`src/rtl/itl_pkg.sv`:
```
// Shared types and constants for the lane serializer: PB size encodings,
// per-PB beat counts, lane geometry and the serializer state enum.
package itl_pkg;

    localparam int NUM_LANES = 4;
    localparam int VEC_W     = 2;
    localparam int WORD_W    = NUM_LANES * VEC_W;
    localparam int LANE_IW   = $clog2(NUM_LANES);
    localparam int BEAT_CW   = 10;
    localparam int SYM_CW    = 12;

    typedef enum logic [1:0] {
        PB16    = 2'd0,
        PB136   = 2'd1,
        PB520   = 2'd2,
        PB_RSVD = 2'd3
    } pb_size_e;

    localparam logic [BEAT_CW-1:0] NB_PB16  = 10'd16;
    localparam logic [BEAT_CW-1:0] NB_PB136 = 10'd136;
    localparam logic [BEAT_CW-1:0] NB_PB520 = 10'd520;

    typedef enum logic [1:0] {
        IDLE = 2'd0,
        RUN  = 2'd1,
        DONE = 2'd2
    } ser_state_e;

    // Reserved encoding falls back to the shortest PB.
    function automatic logic [BEAT_CW-1:0] pb_beats(input logic [1:0] sz);
        case (pb_size_e'(sz))
            PB136:   return NB_PB136;
            PB520:   return NB_PB520;
            default: return NB_PB16;
        endcase
    endfunction

endpackage

```
`src/rtl/ser_word_fifo.sv`:
```
// DEPTH x WORD_W word FIFO with synchronous flush and occupancy count.
// A push into a full FIFO is taken when a pop frees the slot in the same cycle.
module ser_word_fifo
    import itl_pkg::*;
#(
    parameter int DEPTH = 16,
    parameter int AW    = 4
) (
    input  logic              clk,
    input  logic              n_rst,
    input  logic              flush,
    input  logic              push,
    input  logic [WORD_W-1:0] wdata,
    input  logic              pop,
    output logic [WORD_W-1:0] rdata,
    output logic              empty,
    output logic [AW:0]       count
);

    logic [WORD_W-1:0] mem [DEPTH];
    logic [AW-1:0]     wptr, rptr;
    logic              full, do_push, do_pop;

    assign full    = (count == (AW+1)'(DEPTH));
    assign empty   = (count == '0);
    assign do_pop  = pop && !empty;
    assign do_push = push && (!full || do_pop);
    assign rdata   = mem[rptr];

    always_ff @(posedge clk or negedge n_rst) begin
        if (!n_rst) begin
            wptr  <= '0;
            rptr  <= '0;
            count <= '0;
        end else if (flush) begin
            wptr  <= '0;
            rptr  <= '0;
            count <= '0;
        end else begin
            if (do_push) wptr <= wptr + 1'b1;
            if (do_pop)  rptr <= rptr + 1'b1;
            case ({do_push, do_pop})
                2'b10:   count <= count + 1'b1;
                2'b01:   count <= count - 1'b1;
                default: count <= count;
            endcase
        end
    end

    always_ff @(posedge clk) begin
        if (do_push && !flush) mem[wptr] <= wdata;
    end

endmodule

```
`src/rtl/itl_lane_serializer.sv`:
```
// Buffers 4-lane interleaver beats and serializes them into a 2-bit symbol
// stream with valid/ready, PB-length tracking and overflow flag. Optional macro SER_OCC_EN adds occ.
module itl_lane_serializer
    import itl_pkg::*;
#(
    parameter int DEPTH = 16,
    parameter int AW    = 4
) (
    input  logic       clk,
    input  logic       n_rst,
    input  logic [1:0] pb_size,
    input  logic       frame_start,
    input  logic       in_vld,
    input  logic [1:0] in_lane0,
    input  logic [1:0] in_lane1,
    input  logic [1:0] in_lane2,
    input  logic [1:0] in_lane3,
    output logic [1:0] dout,
    output logic       dout_vld,
    input  logic       dout_rdy,
    output logic       dout_last,
    output logic       ovf,
    output logic       busy
`ifdef SER_OCC_EN
    ,
    output logic [AW:0] occ
`endif
);

    ser_state_e         state, state_nxt;
    logic [BEAT_CW-1:0] nb, beat_cnt;
    logic [SYM_CW-1:0]  sym_cnt, last_sym;
    logic [WORD_W-1:0]  sh, rd_word, wr_word;
    logic [LANE_IW-1:0] idx;
    logic [AW:0]        fifo_cnt;
    logic               fifo_empty;
    logic               run, acc, pop, push, room, drop;

    assign wr_word  = {in_lane3, in_lane2, in_lane1, in_lane0};
    assign run      = (state == RUN) && !frame_start;
    assign acc      = dout_vld && dout_rdy;
    assign last_sym = {nb, 2'b00} - SYM_CW'(1);
    assign dout_last = dout_vld && (sym_cnt == last_sym);
    assign dout     = sh[VEC_W-1:0];
    assign busy     = (state != IDLE);

    // Reload the holding word when idle or as its final lane is taken, so a
    // steady FIFO feeds the output with no bubble.
    assign pop  = run && !fifo_empty &&
                  (!dout_vld || (acc && idx == LANE_IW'(NUM_LANES-1) && !dout_last));
    assign room = (fifo_cnt != (AW+1)'(DEPTH)) || pop;
    assign push = run && in_vld && (beat_cnt != nb) && room;
    assign drop = !frame_start && in_vld &&
                  (((state == RUN) && !push) || (state == DONE));

    ser_word_fifo #(.DEPTH(DEPTH), .AW(AW)) u_fifo (
        .clk   (clk),
        .n_rst (n_rst),
        .flush (frame_start),
        .push  (push),
        .wdata (wr_word),
        .pop   (pop),
        .rdata (rd_word),
        .empty (fifo_empty),
        .count (fifo_cnt)
    );

`ifdef SER_OCC_EN
    assign occ = fifo_cnt;
`endif

    always_ff @(posedge clk or negedge n_rst) begin
        if (!n_rst) state <= IDLE;
        else        state <= state_nxt;
    end

    always_comb begin
        state_nxt = state;
        if (frame_start)
            state_nxt = RUN;
        else if ((state == RUN) && acc && dout_last)
            state_nxt = DONE;
    end

    always_ff @(posedge clk or negedge n_rst) begin
        if (!n_rst) begin
            nb       <= NB_PB16;
            beat_cnt <= '0;
            sym_cnt  <= '0;
            ovf      <= 1'b0;
            sh       <= '0;
            idx      <= '0;
            dout_vld <= 1'b0;
        end else if (frame_start) begin
            nb       <= pb_beats(pb_size);
            beat_cnt <= '0;
            sym_cnt  <= '0;
            ovf      <= 1'b0;
            idx      <= '0;
            dout_vld <= 1'b0;
        end else begin
            if (push) beat_cnt <= beat_cnt + 1'b1;
            if (drop) ovf <= 1'b1;
            if (acc)  sym_cnt <= sym_cnt + 1'b1;
            if (pop) begin
                sh       <= rd_word;
                idx      <= '0;
                dout_vld <= 1'b1;
            end else if (acc) begin
                if (idx == LANE_IW'(NUM_LANES-1) || dout_last) begin
                    dout_vld <= 1'b0;
                end else begin
                    sh  <= sh >> VEC_W;
                    idx <= idx + 1'b1;
                end
            end
        end
    end

endmodule
```
`config.mk`:
```
export PLATFORM = sky130hd
export DESIGN_NAME = itl_lane_serializer
export DESIGN_NICKNAME = d
export VERILOG_FILES = /design/src/rtl/itl_pkg.sv /design/src/rtl/ser_word_fifo.sv /design/src/rtl/itl_lane_serializer.sv
export SDC_FILE = /design/constraint.sdc
export NUM_CORES = 1
export LEC_CHECK = 0
export ABC_AREA = 1
export CORE_MARGIN = 2
export CORE_UTILIZATION = 40
export DETAILED_ROUTE_END_ITERATION = 7
export DONT_BUFFER_PORTS = 1
export GPL_TIMING_DRIVEN = 1
export SLEW_MARGIN = 10
export SYNTH_ARGS = -nofsm -noshare
export SYNTH_HDL_FRONTEND = slang
export SYNTH_HIERARCHICAL = 1
export SYNTH_SLANG_ARGS = --single-unit
```
`constraint.sdc`:
```
create_clock -name clk -period 3.9 [get_ports clk]
set_input_delay 0.975 -clock clk [delete_from_list [all_inputs] [get_ports clk]]
set_output_delay 0.975 -clock clk [all_outputs]
set_load 0.03 [all_outputs]
```
Word-level counts from Yosys, hierarchy flattened
Memory sizes are Yosys's and may differ from the RTL's.
Index checks and enable logic that the tools add are counted.
Cells by class
  multiplexer cells: 28
  reduce and logical (&&, ||, !) cells: 44
  bitwise logic cells: 1
  add/sub/neg operators: 8
  eq/ne operators: 13
Operators by type and width (number)
  12-bit 2-to-1 mux: 2
  8-bit 2-to-1 mux: 3
  10-bit 2-to-1 mux: 2
  10-bit one-hot mux with 2 select lines: 1
  1-bit logical AND: 18
  4-bit 2-to-1 mux: 4
  2-bit nonzero test: 8
  12-bit by 1-bit adder with 12-bit output, second input constant: 1
  12-bit == test: 1
  2-bit 2-to-1 mux: 6
  12-bit by 1-bit subtractor with 12-bit output, second input constant: 1
  10-bit by 1-bit adder with 10-bit output, second input constant: 1
  10-bit inequality test: 1
  5-bit one-hot mux with 2 select lines: 1
  3-bit nonzero test: 3
  4-bit by 1-bit adder with 4-bit output, second input constant: 2
  2-bit == test, second input constant: 4
  1-bit 2-to-1 mux: 8
  2-bit by 1-bit == test with 1-bit output, second input constant: 3
  1-bit zero test: 6
  5-bit by 1-bit adder with 5-bit output, second input constant: 1
  5-bit == test, second input constant: 1
  5-bit zero test: 1
  1-bit logical OR: 5
  9 further kinds: 10
Word-level totals
  logic and storage cells: 106
  register bits: 59
  output and inout bits: 6
  RAM bits: 128
  memories: 1
  bits of input ports: 15
Memory list
  u_fifo.mem: depth 16, bits a word 8, rd ports 1, clocked after memory_dff 0, wr ports 1, RTL line ser_word_fifo.sv:20  | logic [WORD_W-1:0] mem [DEPTH];

Logic depth before layout (Yosys ltp)
Gate-level depths: netlist of the first run.
  word-level depth: 15
  mapped depth: 27
  gate-level depth less buffers: 26

Cells and area by module
The synthesis of the first run kept the hierarchy.
Modules (own cells, without submodules)
  ser_word_fifo: seq. area each 4169.0 sq um, cells each 505, area each 6092.1 sq um, instances 1
  itl_lane_serializer: seq. area each 1002.2 sq um, cells each 306, area each 2363.5 sq um, instances 1

Worst setup path after synthesis of the first run
No wires, ideal clock.
  kind: register -> register
  start: register nb[4]
  end: register u_fifo.count[4]
  stages on the path, launching flop included: 26
  clock period less this slack: 3.480 ns
  path buffers: 0
  library setup time: 0.117 ns
  required time: 3.783 ns
  slack: 0.420 ns
  arrival time: 3.363 ns
  cells stage by stage: dfstp_2 -> inv_1 -> ha_1 -> ha_1 -> inv_1 -> nand2_1 -> nand2_1 -> nor2_1 -> nand2_1 -> nor2_1 -> nand2_1 -> nand2_1 -> nand2_1 -> nand2_2 -> a21oi_2 -> nand3b_4 -> inv_1 -> ha_1 -> a21oi_1 -> nand2_1 -> nand2_1 -> nand2_1 -> nor2_1 -> nor2_1 -> nand2_1 -> nand2_1
Between the ends
  longest elaborated chain between the ends: 13
  elaborated cells on any way between the ends: 19
  those cells by class: add/sub (1); eq/ne (4); mux (2); reduce/logical (12)
RTL lines
  from (decl): RTL line itl_lane_serializer.sv:31  | logic [BEAT_CW-1:0] nb, beat_cnt;
  from (signal assigned): RTL line itl_lane_serializer.sv:95  | nb <= pb_beats(pb_size);
  12-bit by 1-bit subtractor with 12-bit output: RTL line itl_lane_serializer.sv:42  | assign last_sym = {nb, 2'b00} - SYM_CW'(1);
  12-bit == test: RTL line itl_lane_serializer.sv:43  | assign dout_last = dout_vld && (sym_cnt == last_sym);
  1-bit logical AND: RTL line itl_lane_serializer.sv:43
  1-bit zero test: RTL line itl_lane_serializer.sv:50  | (!dout_vld || (acc && idx == LANE_IW'(NUM_LANES-1) && !dout_last));
  1-bit logical AND: RTL line itl_lane_serializer.sv:50
  1-bit logical OR: RTL line itl_lane_serializer.sv:50
  1-bit logical AND: RTL line itl_lane_serializer.sv:49  | assign pop = run && !fifo_empty &&
  1-bit logical OR: RTL line itl_lane_serializer.sv:51  | assign room = (fifo_cnt != (AW+1)'(DEPTH)) || pop;
  1-bit logical AND (*): RTL line itl_lane_serializer.sv:52  | assign push = run && in_vld && (beat_cnt != nb) && room;
  named net push: RTL line itl_lane_serializer.sv:37  | logic run, acc, pop, push, room, drop;
  1-bit logical AND (*): RTL line ser_word_fifo.sv:27  | assign do_push = push && (!full || do_pop);
  2-bit by 1-bit == test with 1-bit output or 2-bit == test (tied branches): RTL line ser_word_fifo.sv:42  | case ({do_push, do_pop})
  5-bit one-hot mux with 2 select lines: RTL line ser_word_fifo.sv:42
  5-bit 2-to-1 mux: RTL line ser_word_fifo.sv:35  | end else if (flush) begin
  to (signal assigned): RTL line ser_word_fifo.sv:43  | 2'b10: count <= count + 1'b1;
  to (signal assigned): RTL line ser_word_fifo.sv:44  | 2'b01: count <= count - 1'b1;
  to (signal assigned): RTL line ser_word_fifo.sv:45  | default: count <= count;
  to (decl): RTL line ser_word_fifo.sv:17  | output logic [AW:0] count
Mark *: on every way through the listed nets, which the timed path passes. The rest lies on a longest branch.
A chain may end at the register's enable or synchronous reset.

Worst setup path in the final report of the first run
Same ends and word-level chain as after synthesis.

==> metrics.md, run 1 <==
| Metric | Value |
|---|---|
| Total number of H-tree levels | `4` |
| Area taken by multi-input logic gates | `0.00282 mm^2` |
| Switching power | `1100 uW` |
| Worst R2R End | `u_fifo/count[4]` |
| Die area | `0.0223 mm^2` |
| Cell types occupying the most area after synthesis | `sky130_fd_sc_hd__edfxtp_1 45%, sky130_fd_sc_hd__dfrtp_1 15%, sky130_fd_sc_hd__nor2_1 5.6%, sky130_fd_sc_hd__nand2_1 4.8%, sky130_fd_sc_hd__o21ai_0 3.8%` |
| Pin count of the biggest net entering global routing | `70` |
| Gr busiest metal | `met2` |
| Top cells by count, synth | `128 x sky130_fd_sc_hd__edfxtp_1, 126 x sky130_fd_sc_hd__nor2_1, 109 x sky130_fd_sc_hd__nand2_1` |
| Fill cell count | `1941` |
| Number of buffers created by CTS | `17` |
| Post-synthesis area per instance | `10.4 um^2` |
| Library cell appearing most often on the critical path | `sky130_fd_sc_hd__nand2_1` |
| DRT Wirelength | `18400 um` |
| Core outline area | `0.0209 mm^2` |
| Maximum root-to-sink buffer count | `2` |
| CP endpoint kind | `flop` |
| Post-synthesis async set-or-reset flop share | `29.3%` |
| Register area | `0.00517 mm^2` |
| Net switching share of the total power | `26.1%` |
| Dominant synthesized flop cell | `sky130_fd_sc_hd__edfxtp_1` |
| RD Place Congestion | `0.793` |
| CTS tree | `yes` |
| Critical path's largest stage delay | `550 ps` |
| Wire length of the first global-routing pass | `29900 um` |
| Synth top area share | `45.5%` |
| R2r setup slk | `540 ps` |
| Unrepaired setup endpoints after global routing | `no` |
| Path depth of the worst reg2reg path | `26` |
| Final Cycle Share | `86.2%` |
| Number of design-rule violations left by the first detailed-router iteration | `506` |
| Buffers inserted during post-CTS setup optimization | `0` |
| Max VDD drop | `289 uV` |
| Outcome | `finished clean` |
| Met1 usage | `25.6%` |
| Max Freq | `298 MHz` |
| Total number of vias | `5723` |
| Grt ovf | `0` |
| Met3 track demand over resource | `3.12%` |
| Worst setup timing slack at the placement stage | `576 ps` |
| Inserted Diodes | `0` |
| Cell type with the highest aggregate area in the netlist | `sky130_fd_sc_hd__edfxtp_1` |
| Cell internal power dissipation | `3110 uW` |
| Effective utilization at floorplan | `40.5%` |
| Proportion of layout cells with a drive suffix above 1 | `12.1%` |
| Quantity of gates resized following cts | `0` |
| Number of placement rows | `53` |
| Worst setup slack after layout | `539 ps` |
| Arr. time, crit path | `3740 ps` |
| Worst setup skew after layout | `17.6 ps` |
| GRT Util Overall | `17.4%` |
| Area delta synth->final | `11.3%` |
| Final setup violation count | `0` |
| Remaining design rule violation count | `0` |
| Slew at the pin closest to its max-slew limit | `725 ps` |
| Number of clock sinks | `181` |
| Highest net fanout along the worst path | `13` |
| Reg power frac | `51.9%` |
| Worst-path clk slew | `80 ps` |
| Number of max-cap violations | `0` |
| Hold_buf cts | `0` |
| Slowest stage cell, crit path | `sky130_fd_sc_hd__dfstp_2` |
| Via density per instance | `5.16` |
| Port Buffer Count | `0` |
| Clock power frac | `41.4%` |
| Post-route ant nets | `0` |
| Vias in the first global route | `5476` |
| Leakage power | `0.00358 uW` |
| DRT Pass-1 Iters | `5` |
| Crit path launch type | `flop` |
| Leading cell type by number of instances after synthesis | `sky130_fd_sc_hd__edfxtp_1` |
| Max Slew Vio Count | `0` |
| Number of flip-flops and latches in the synthesized netlist | `181` |
| P per Cell Area | `447 mW/mm^2` |
| Net Count, Synth | `843` |
| Met2 Resource Use GR | `26.2%` |
| Netlist area before placement | `0.00846 mm^2` |
| Hold Path Class | `in -> async` |
| Horizontal die dimension | `149 um` |
| Number of hold-slack violations in the final timing report | `0` |
| Classification of the worst setup path | `reg -> reg` |
| Final Critical Period | `3360 ps` |
| Number of instances in the synthesized netlist | `811` |
| Root buffer cell | `sky130_fd_sc_hd__clkbuf_16` |
| Skew-Pair Late Insertion Delay | `440 ps` |
| Post-layout net count | `853` |
| Initial antenna violation count | `0` |
| Die height | `149 um` |
| Post-synth EDFFs | `128` |
| Endpoint required time on the critical path | `4280 ps` |
| Distinct cell type count after synthesis | `48` |
| Max-Slew Margin vs Limit | `51.6%` |
| Proportion of synthesized chip area in sequential cells | `61.2%` |
| Warnings from Yosys | `6` |
| Summed negative setup slack over all endpoints | `0 ps` |
| Per-cell routed wire length | `16.6 um` |
| Launch instance of the worst register-to-register path | `nb[4]` |
| Combinational power share | `6.6%` |
| CP startpoint | `nb[4]` |
| Dpl hpwl | `11500 um` |
| IO Pins | `21` |
how the worst max path moves through the flow:
stage                      endpoint  depth (start not counted)
global route        u_fifo/count[4]                         26
floorplan           u_fifo/count[4]                         25
finish              u_fifo/count[4]                         26
CTS                 u_fifo/count[4]                         26
detailed placement  u_fifo/count[4]                         25
global placement    u_fifo/count[4]                         25
final cells by class:
class / count / area share (%)
sequential: 181 / 55.0
inverter: 74 / 2.98
clock buffer: 17 / 4.52
multi-input combinational: 524 / 30.0
timing repair buffer: 23 / 1.83
clock inverter: 15 / 2.07
tap: 275 / 3.65
power groups by stage:
stage	combinational (uW)	sequential (uW)	clock, uW
global placement	276	2220	0
detailed placement	280	2220	0
CTS	282	2180	1790
floorplan	249	2200	0
global route	321	2190	1870
finish	279	2180	1740
cells by family (layout without fill, tap and decap cells):
group	Yosys count	in the layout	share of synthesized area, %
and+or+nand+nor	343	343	18.6
DFF	181	181	61.2
AOI/OAI and AO/OA	157	157	11.4
buffers and inverters	106	129	5.45
adders and majority gates	17	17	2.60
xor gates and xnor gates	7	7	0.725
routing by layer:
layer | vias to the layer above | routed length (um)
met3 | 17 | 677
met1 | 2798 | 9000
met4 | 0 | 270
li1 | 2829 | -
met2 | 79 | 8420
met5 | - | 0
registers in the layout, indices dropped and copies added (netlist names):
register,flops
sh,8
u_fifo/count,5
u_fifo/mem,128
nb,4
u_fifo/wptr,4
sym_cnt,12
dout_vld,1
u_fifo/rptr,4
state,2
ovf,1
beat_cnt,10
idx,2
stage by stage:
step	util [%]	power, uW	cells	hold slack, ps	cell area, um^2
6_report	45.1	4200	1109	225	9420
5_1_grt	45.1	4380	1109	197	9420
4_1_cts	45.1	4260	1109	203	9420
3_5_place_dp	42.1	2500	1077	465	8790
3_3_place_gp	42.1	2500	1077	464	8790
2_1_floorplan	-	2450	811	442	8460
layout by cell type (no fill, tap or decap), types with 7 or more instances in the layout:
master	count
sky130_fd_sc_hd__nor3_1	27
sky130_fd_sc_hd__ha_1	16
sky130_fd_sc_hd__edfxtp_1	128
sky130_fd_sc_hd__buf_4	23
sky130_fd_sc_hd__o211ai_1	39
sky130_fd_sc_hd__inv_1	63
sky130_fd_sc_hd__o21ai_1	10
sky130_fd_sc_hd__o21ai_2	11
sky130_fd_sc_hd__nand2_2	7
sky130_fd_sc_hd__o21ai_0	65
sky130_fd_sc_hd__clkbuf_16	17
sky130_fd_sc_hd__nand3_1	43
sky130_fd_sc_hd__nor2_1	126
sky130_fd_sc_hd__nand2_1	109
sky130_fd_sc_hd__a21oi_1	20
sky130_fd_sc_hd__dfrtp_1	50
worst max-delay path: cells and delay by family, from the launching register on:
family	cells	cell delay, ps
buffers and inverters	4	280
flip-flops	1	550
AO/OA/AOI/OAI	2	290
adder cells (fa/ha/maj)	3	810
AND/OR/NAND/NOR	17	1370
Power figures use the tool's default switching activity.
==> run 2, diff against run 1 <==
--- a/config.mk
+++ b/config.mk
@@ -10,6 +10,7 @@
 export CORE_UTILIZATION = 40
 export DETAILED_ROUTE_END_ITERATION = 7
 export DONT_BUFFER_PORTS = 1
+export GPL_ROUTABILITY_DRIVEN = 0
 export GPL_TIMING_DRIVEN = 1
 export SLEW_MARGIN = 10
 export SYNTH_ARGS = -nofsm -noshare
==> results of run 2 <==
The final DEF is identical to that of run 1; final timing and power are the same.
==> run 3, diff against run 2 <==
--- a/config.mk
+++ b/config.mk
@@ -6,6 +6,7 @@
 export NUM_CORES = 1
 export LEC_CHECK = 0
 export ABC_AREA = 1
+export CAP_MARGIN = 20
 export CORE_MARGIN = 2
 export CORE_UTILIZATION = 40
 export DETAILED_ROUTE_END_ITERATION = 7
==> results of run 3 <==
The final DEF is identical to that of run 1; final timing and power are the same.
